===== config.mk =====
export PLATFORM = sky130hd
export DESIGN_NAME = frame_pixel_writer
export DESIGN_NICKNAME = d
export VERILOG_FILES = /design/src/rtl/asteroids_pkg.sv /design/src/rtl/pixel_fifo.sv /design/src/rtl/frame_pixel_writer.sv
export SDC_FILE = /design/constraint.sdc
export NUM_CORES = 1
export LEC_CHECK = 0
export CAP_MARGIN = 0
export CORE_UTILIZATION = 50
export CTS_BUF_LIST = sky130_fd_sc_hd__clkbuf_4 sky130_fd_sc_hd__clkbuf_8
export CTS_CLUSTER_SIZE = 16
export DETAILED_ROUTE_END_ITERATION = 16
export GPL_ROUTABILITY_DRIVEN = 1
export GPL_TIMING_DRIVEN = 0
export HOLD_SLACK_MARGIN = 0.1
export PLACE_DENSITY = 0.74
export SLEW_MARGIN = 20
export SYNTH_ARGS = -nofsm -noshare
export SYNTH_HDL_FRONTEND = slang
export SYNTH_SLANG_ARGS = --single-unit
export TNS_END_PERCENT = 30

===== constraint.sdc =====
create_clock -name clk -period 8.2 [get_ports clk]
set_input_delay 2.05 -clock clk [delete_from_list [all_inputs] [get_ports clk]]
set_output_delay 2.05 -clock clk [all_outputs]
set_load 0.005 [all_outputs]

===== src/rtl/asteroids_pkg.sv =====
// Shared types and defaults for the frame pixel writer and its FIFO.
package asteroids_pkg;
  localparam int H_RES_DEF = 160;
  localparam int V_RES_DEF = 120;
  localparam int COLOR_W   = 3;
  localparam int COORD_W   = 10;
  localparam logic [COLOR_W-1:0] BG_COLOR_DEF = 3'b000;

  typedef enum logic [1:0] {IDLE, DRAIN, CLEAR} wr_state_t;

  typedef struct packed {
    logic [COORD_W-1:0] x;
    logic [COORD_W-1:0] y;
    logic [COLOR_W-1:0] color;
  } pixel_t;
endpackage


===== src/rtl/pixel_fifo.sv =====
// Show-ahead synchronous FIFO of pixel_t; dout is the head entry whenever !empty.
module pixel_fifo
  import asteroids_pkg::*;
#(
  parameter int FIFO_DEPTH = 16
) (
  input  logic   clk,
  input  logic   reset_n,
  input  logic   push,
  input  pixel_t din,
  input  logic   pop,
  output logic   full,
  output logic   empty,
  output pixel_t dout
);
  localparam int AW = $clog2(FIFO_DEPTH);
  localparam int CW = AW + 1;

  pixel_t          mem [FIFO_DEPTH];
  logic [AW-1:0]   wr_ptr, rd_ptr;
  logic [CW-1:0]   count;
  logic            do_push, do_pop;

  assign full    = (count == CW'(FIFO_DEPTH));
  assign empty   = (count == '0);
  assign do_push = push && !full;
  assign do_pop  = pop && !empty;
  assign dout    = mem[rd_ptr];

  // Storage array; contents are don't-care until written.
  always_ff @(posedge clk) begin
    if (do_push) mem[wr_ptr] <= din;
  end

  // Pointers wrap naturally since the depth is a power of two.
  always_ff @(posedge clk or posedge reset_n) begin
    if (reset_n) begin
      wr_ptr <= '0;
      rd_ptr <= '0;
      count  <= '0;
    end else begin
      if (do_push) wr_ptr <= wr_ptr + 1'b1;
      if (do_pop)  rd_ptr <= rd_ptr + 1'b1;
      case ({do_push, do_pop})
        2'b10:   count <= count + 1'b1;
        2'b01:   count <= count - 1'b1;
        default: count <= count;
      endcase
    end
  end
endmodule


===== src/rtl/frame_pixel_writer.sv =====
// Buffers sprite pixel writes and drains them to the VGA adapter; on frame_start
// it finishes old-frame pixels, sweeps the screen with BG_COLOR, then resumes.
// Optional macro FRAME_WRITER_CLIP_EN discards off-screen pixels and counts them.
// Note: reset_n is active-high despite its name.
module frame_pixel_writer
  import asteroids_pkg::*;
#(
  parameter int                 H_RES      = H_RES_DEF,
  parameter int                 V_RES      = V_RES_DEF,
  parameter int                 FIFO_DEPTH = 16,
  parameter logic [COLOR_W-1:0] BG_COLOR   = BG_COLOR_DEF
) (
  input  logic               clk,
  input  logic               reset_n,
  input  logic [COORD_W-1:0] in_x,
  input  logic [COORD_W-1:0] in_y,
  input  logic [COLOR_W-1:0] in_color,
  input  logic               in_plot,
  output logic               in_ready,
  input  logic               frame_start,
  output logic [COORD_W-1:0] out_x,
  output logic [COORD_W-1:0] out_y,
  output logic [COLOR_W-1:0] out_color,
  output logic               out_plot,
  output logic               clear_done,
  output logic               busy,
  output logic               frame_overrun
`ifdef FRAME_WRITER_CLIP_EN
  ,
  output logic [7:0]         clip_count
`endif
);
  wr_state_t          state_q, state_d;
  logic               fifo_full, fifo_empty, push, pop, drop;
  logic               rdy_q, clear_pending, clear_last;
  logic [COORD_W-1:0] cx, cy;
  pixel_t             fifo_din, fifo_dout;

  assign fifo_din = '{x: in_x, y: in_y, color: in_color};
  // rdy_q keeps in_ready low while reset is held and for the release cycle.
  assign in_ready = rdy_q && !fifo_full;
  assign push     = in_plot && in_ready;
  assign busy     = (state_q != IDLE) || !fifo_empty;

`ifdef FRAME_WRITER_CLIP_EN
  assign drop = (fifo_dout.x >= COORD_W'(H_RES)) || (fifo_dout.y >= COORD_W'(V_RES));
`else
  assign drop = 1'b0;
`endif

  pixel_fifo #(.FIFO_DEPTH(FIFO_DEPTH)) u_fifo (
    .clk     (clk),
    .reset_n (reset_n),
    .push    (push),
    .din     (fifo_din),
    .pop     (pop),
    .full    (fifo_full),
    .empty   (fifo_empty),
    .dout    (fifo_dout)
  );

  // State register.
  always_ff @(posedge clk or posedge reset_n) begin
    if (reset_n) state_q <= IDLE;
    else         state_q <= state_d;
  end

  // Next state: queued pixels always go before a pending clear; pops start straight from IDLE.
  always_comb begin
    state_d    = state_q;
    pop        = 1'b0;
    clear_last = 1'b0;
    case (state_q)
      IDLE, DRAIN: begin
        if (!fifo_empty) begin
          pop     = 1'b1;
          state_d = DRAIN;
        end else if (clear_pending) begin
          state_d = CLEAR;
        end else begin
          state_d = IDLE;
        end
      end
      CLEAR: begin
        clear_last = (cx == COORD_W'(H_RES - 1)) && (cy == COORD_W'(V_RES - 1));
        if (clear_last) state_d = fifo_empty ? IDLE : DRAIN;
      end
      default: state_d = IDLE;
    endcase
  end

  // Sweep counters; they finish back at (0,0) ready for the next clear.
  always_ff @(posedge clk or posedge reset_n) begin
    if (reset_n) begin
      cx <= '0;
      cy <= '0;
    end else if (state_q == CLEAR) begin
      if (cx == COORD_W'(H_RES - 1)) begin
        cx <= '0;
        cy <= (cy == COORD_W'(V_RES - 1)) ? '0 : cy + 1'b1;
      end else begin
        cx <= cx + 1'b1;
      end
    end
  end

  // Frame request bookkeeping: one pending clear at most, extras flag an overrun.
  always_ff @(posedge clk or posedge reset_n) begin
    if (reset_n) begin
      clear_pending <= 1'b0;
      frame_overrun <= 1'b0;
    end else begin
      if (state_q == CLEAR)                  clear_pending <= 1'b0;
      else if (frame_start && !clear_pending) clear_pending <= 1'b1;
      if (frame_start && (state_q == CLEAR || clear_pending)) frame_overrun <= 1'b1;
    end
  end

  // Adapter write port; coordinates hold their last value when idle.
  always_ff @(posedge clk or posedge reset_n) begin
    if (reset_n) begin
      rdy_q      <= 1'b0;
      out_x      <= '0;
      out_y      <= '0;
      out_color  <= '0;
      out_plot   <= 1'b0;
      clear_done <= 1'b0;
    end else begin
      rdy_q      <= 1'b1;
      out_plot   <= 1'b0;
      clear_done <= 1'b0;
      if (state_q == CLEAR) begin
        out_x      <= cx;
        out_y      <= cy;
        out_color  <= BG_COLOR;
        out_plot   <= 1'b1;
        clear_done <= clear_last;
      end else if (pop && !drop) begin
        out_x     <= fifo_dout.x;
        out_y     <= fifo_dout.y;
        out_color <= fifo_dout.color;
        out_plot  <= 1'b1;
      end
    end
  end

`ifdef FRAME_WRITER_CLIP_EN
  // Saturating count of discarded off-screen pixels.
  always_ff @(posedge clk or posedge reset_n) begin
    if (reset_n)                           clip_count <= '0;
    else if (pop && drop && clip_count != 8'hFF) clip_count <= clip_count + 1'b1;
  end
`endif
endmodule


==> out/metrics.cfg <==
[worst_setup_path]
crit_slowest_cell = nor4_1
worst_ep_required_time_ns = 6.15
path_cells = clkbuf_1 > nor4_1 > nand2_1 > or3_1 > clkdlybuf4s50_1
startpoint = u_fifo.count[2]
criticalPathCategory = register to output port
slowest_delay_ns = 0.71
timing.rr.start = u_fifo.count[2]
worstPathArrival_ns = 2.92
start_kind = register
end_kind = output port
cp_max_fo = 7

[grt]
antenna_found_initial = 0
overflow = 0
grt_pass1_vias = 9882
track_usage_pct = 23.2
grt_first_pass_wirelength_um = 59800
grt_start_max_net_pins = 34

[synthesis]
ys_seq_area_share_pct = 73.8
synth_seq_cells = 431
synth.avg_cell_area_um2 = 17.1
synthCells = 1002
ys_types = 54
synthesis.nets = 1040
synth_area_um2 = 17100
synth_edf_count = 368
synth-warning-count = 0
async_flop_share_pct = 14.6
ys.flop_type = edfxtp_1

[drt]
drt-initial-drc-count = 833
ant_nets = 0
wirelength_um = 40000
vias = 9761
routedWlPerCell_um = 24.3
dr.pass1.iters = 6
avgViaCountPerCell = 5.94
remaining_drc_errors = 0

[placement]
hpwl_um = 25200
numPlacedInstances = 1517
routabilityCongestion = 0.806
port_buffers = 54

[timing]
tightest_slew_ns = 0.998
finalCriticalPeriod_ns = 4.97
tns_ns = 0
rsz0062_at_grt = false
skew_ns = 0.0325
hold_viol = 0
relSlewSlack_pct = 32.9
fmax_ghz = 0.201
drv_slew = 0
finalCritPeriodShare_pct = 60.7
setup_violations = 0

[pwr]
leakagePower_nw = 7.07
ir_drop_mv = 0.149
p_per_area_nw_per_um2 = 323

[clock_tree]
clk_path_buf_depth = 3
htree_levels = 3
clkLatencyLatePin_ns = 0.60
root_buffer = clkbuf_8
cts_hold_buf = 0
cts_buffers = 70
cts_tree = yes
cts_setup_buffers = 0
clkTransAtPathRegs_ns = 0.06
cts_resized = 0
cts_sinks = 431

[final_layout]
synthToLayoutAreaGrowth_pct = 16.6
fillerInstances = 2426
fin_nets = 1179
diodes = 0
fin_cells = 1644
drive_gt1_share_pct = 16.6

[floorplan]
coreArea_um2 = 33600
die_h_um = 187
die_w_um = 187
rows = 67
die_area_um2 = 35000
start_util_pct = 50.9
io_pins = 55

[min_path]
worstHoldStart = frame_overrun
hold_class = register to register

[run]
drv_cap = 0

[outcome]
status = finished clean

layout by cell type (no fill, tap or decap), types with 11 or more instances in the layout:
| master | netlist | routed |
|---|---|---|
| edfxtp_1 | 368 | 368 |
| mux2i_1 | 144 | 144 |
| a22oi_1 | 90 | 90 |
| clkbuf_8 | 0 | 73 |
| dfrtp_1 | 63 | 63 |
| clkdlybuf4s50_1 | 0 | 54 |
| nand3_1 | 41 | 41 |
| clkbuf_1 | 37 | 37 |
| nand2_1 | 33 | 33 |
| nand4_1 | 25 | 25 |
| clkbuf_4 | 0 | 25 |
| mux4_2 | 22 | 22 |
| buf_2 | 18 | 18 |
| and2_2 | 0 | 16 |
| xnor2_1 | 15 | 15 |
| nor2_1 | 12 | 12 |
| ha_1 | 11 | 11 |
| clkinv_2 | 0 | 11 |
cell type report:
class	instances	area, um2	area share (%)
Sequential cell	431	12600	63.3
Multi-Input combinational cell	502	4210	21.1
Clock buffer	98	1190	5.98
Timing Repair Buffer	67	876	4.39
Tap cell	448	561	2.81
Buffer	59	259	1.30
Clock inverter	29	178	0.891
Inverter	10	40.0	0.201
path summary, 6_finish.rpt:
kind	end	slack [ns]	depth (start not counted)
min	frame_overrun	0.49	1
max reg2reg	u_fifo.count[4]	4.15	13
min in group asynchronous	u_fifo.count[4]	1.83	2
min reg2reg	frame_overrun	0.49	1
max in group asynchronous	out_color[1]	5.79	3
max	busy	3.23	5
cell usage after synthesis (2+ instances only):
cell,count,area (um2)
mux4_2,22,495
and3_1,5,31.3
dfrtp_1,63,1580
nand4_1,25,156
nor2b_1,6,37.5
mux2_2,2,22.5
o21a_1,2,15.0
nor4_1,2,12.5
nor3_1,4,20.0
and2_1,19,119
nor3b_1,3,22.5
buf_6,2,22.5
xor2_1,9,78.8
o31ai_1,6,45.0
or3_1,2,12.5
a31oi_1,4,25.0
o221a_2,3,33.8
buf_1,2,7.51
nand3_1,41,205
a22o_1,3,26.3
edfxtp_1,368,11100
o21ai_0,7,35.0
nor2_1,12,45.0
a22oi_1,90,676
buf_2,18,90.1
mux2i_1,144,1440
a21oi_1,7,35.0
ha_1,11,138
nand2_1,33,124
nand2b_1,4,25.0
inv_1,10,37.5
xnor2_1,15,131
clkbuf_1,37,139
layer usage:
| layer | share of wire (%) | up-vias | GRT usage (%) |
|---|---|---|---|
| met3 | 9.4 | 74 | 5.52 |
| met5 | 0 | - | 0 |
| met4 | 2.8 | 0 | 9.33 |
| met1 | 41 | 4915 | 31.7 |
| li1 | - | 4267 | - |
| met2 | 47 | 505 | 36.1 |
where the power goes:
part	internal [W]	switching [W]
Sequential	0.00259	0.000120
Clock	0.000978	0.000840
Combinational	0.000797	0.00113
Total	0.00436	0.00209
logic make-up after synthesis:
group,Yosys count,synth area share [%]
other,1,0.0219
and+or+nand+nor,164,5.21
muxes,168,11.4
buffers and inverters,69,1.73
DFF,431,73.8
xor gates and xnor gates,24,1.23
adders and majority gates,11,0.804
AOI/OAI and AO/OA,134,5.77
flip-flops by register name, indices dropped and copies added, names as in the netlist:
| name | flops |
|---|---|
| state_q | 2 |
| clear_done | 1 |
| rdy_q | 1 |
| out_color | 3 |
| cy | 10 |
| out_x | 10 |
| out_plot | 1 |
| clear_pending | 1 |
| u_fifo.wr_ptr | 4 |
| u_fifo.count | 5 |
| u_fifo.rd_ptr | 4 |
| u_fifo.mem | 368 |
| frame_overrun | 1 |
| cx | 10 |
| out_y | 10 |
stage by stage:
step	hold WS (ns)	total power, W	instance area [um2]	utilization, %	setup slack, ns
4_1_cts	0.496	0.00646	19900	59.3	3.16
3_5_place_dp	0.478	0.00465	18600	55.3	3.67
6_report	0.490	0.00645	19900	59.3	3.23
2_1_floorplan	0.459	0.00393	17100	-	4.42
3_3_place_gp	0.454	0.00457	18200	54.2	3.16
5_1_grt	0.513	0.00672	19900	59.3	2.95
critical path: cells and delay by family (launching register included):
kind | cells | cell delay (ns)
flip-flops | 1 | 0.36
buffers and inverters | 2 | 0.65
AND/OR/NAND/NOR | 3 | 1.33
Power figures use the tool's default switching activity.
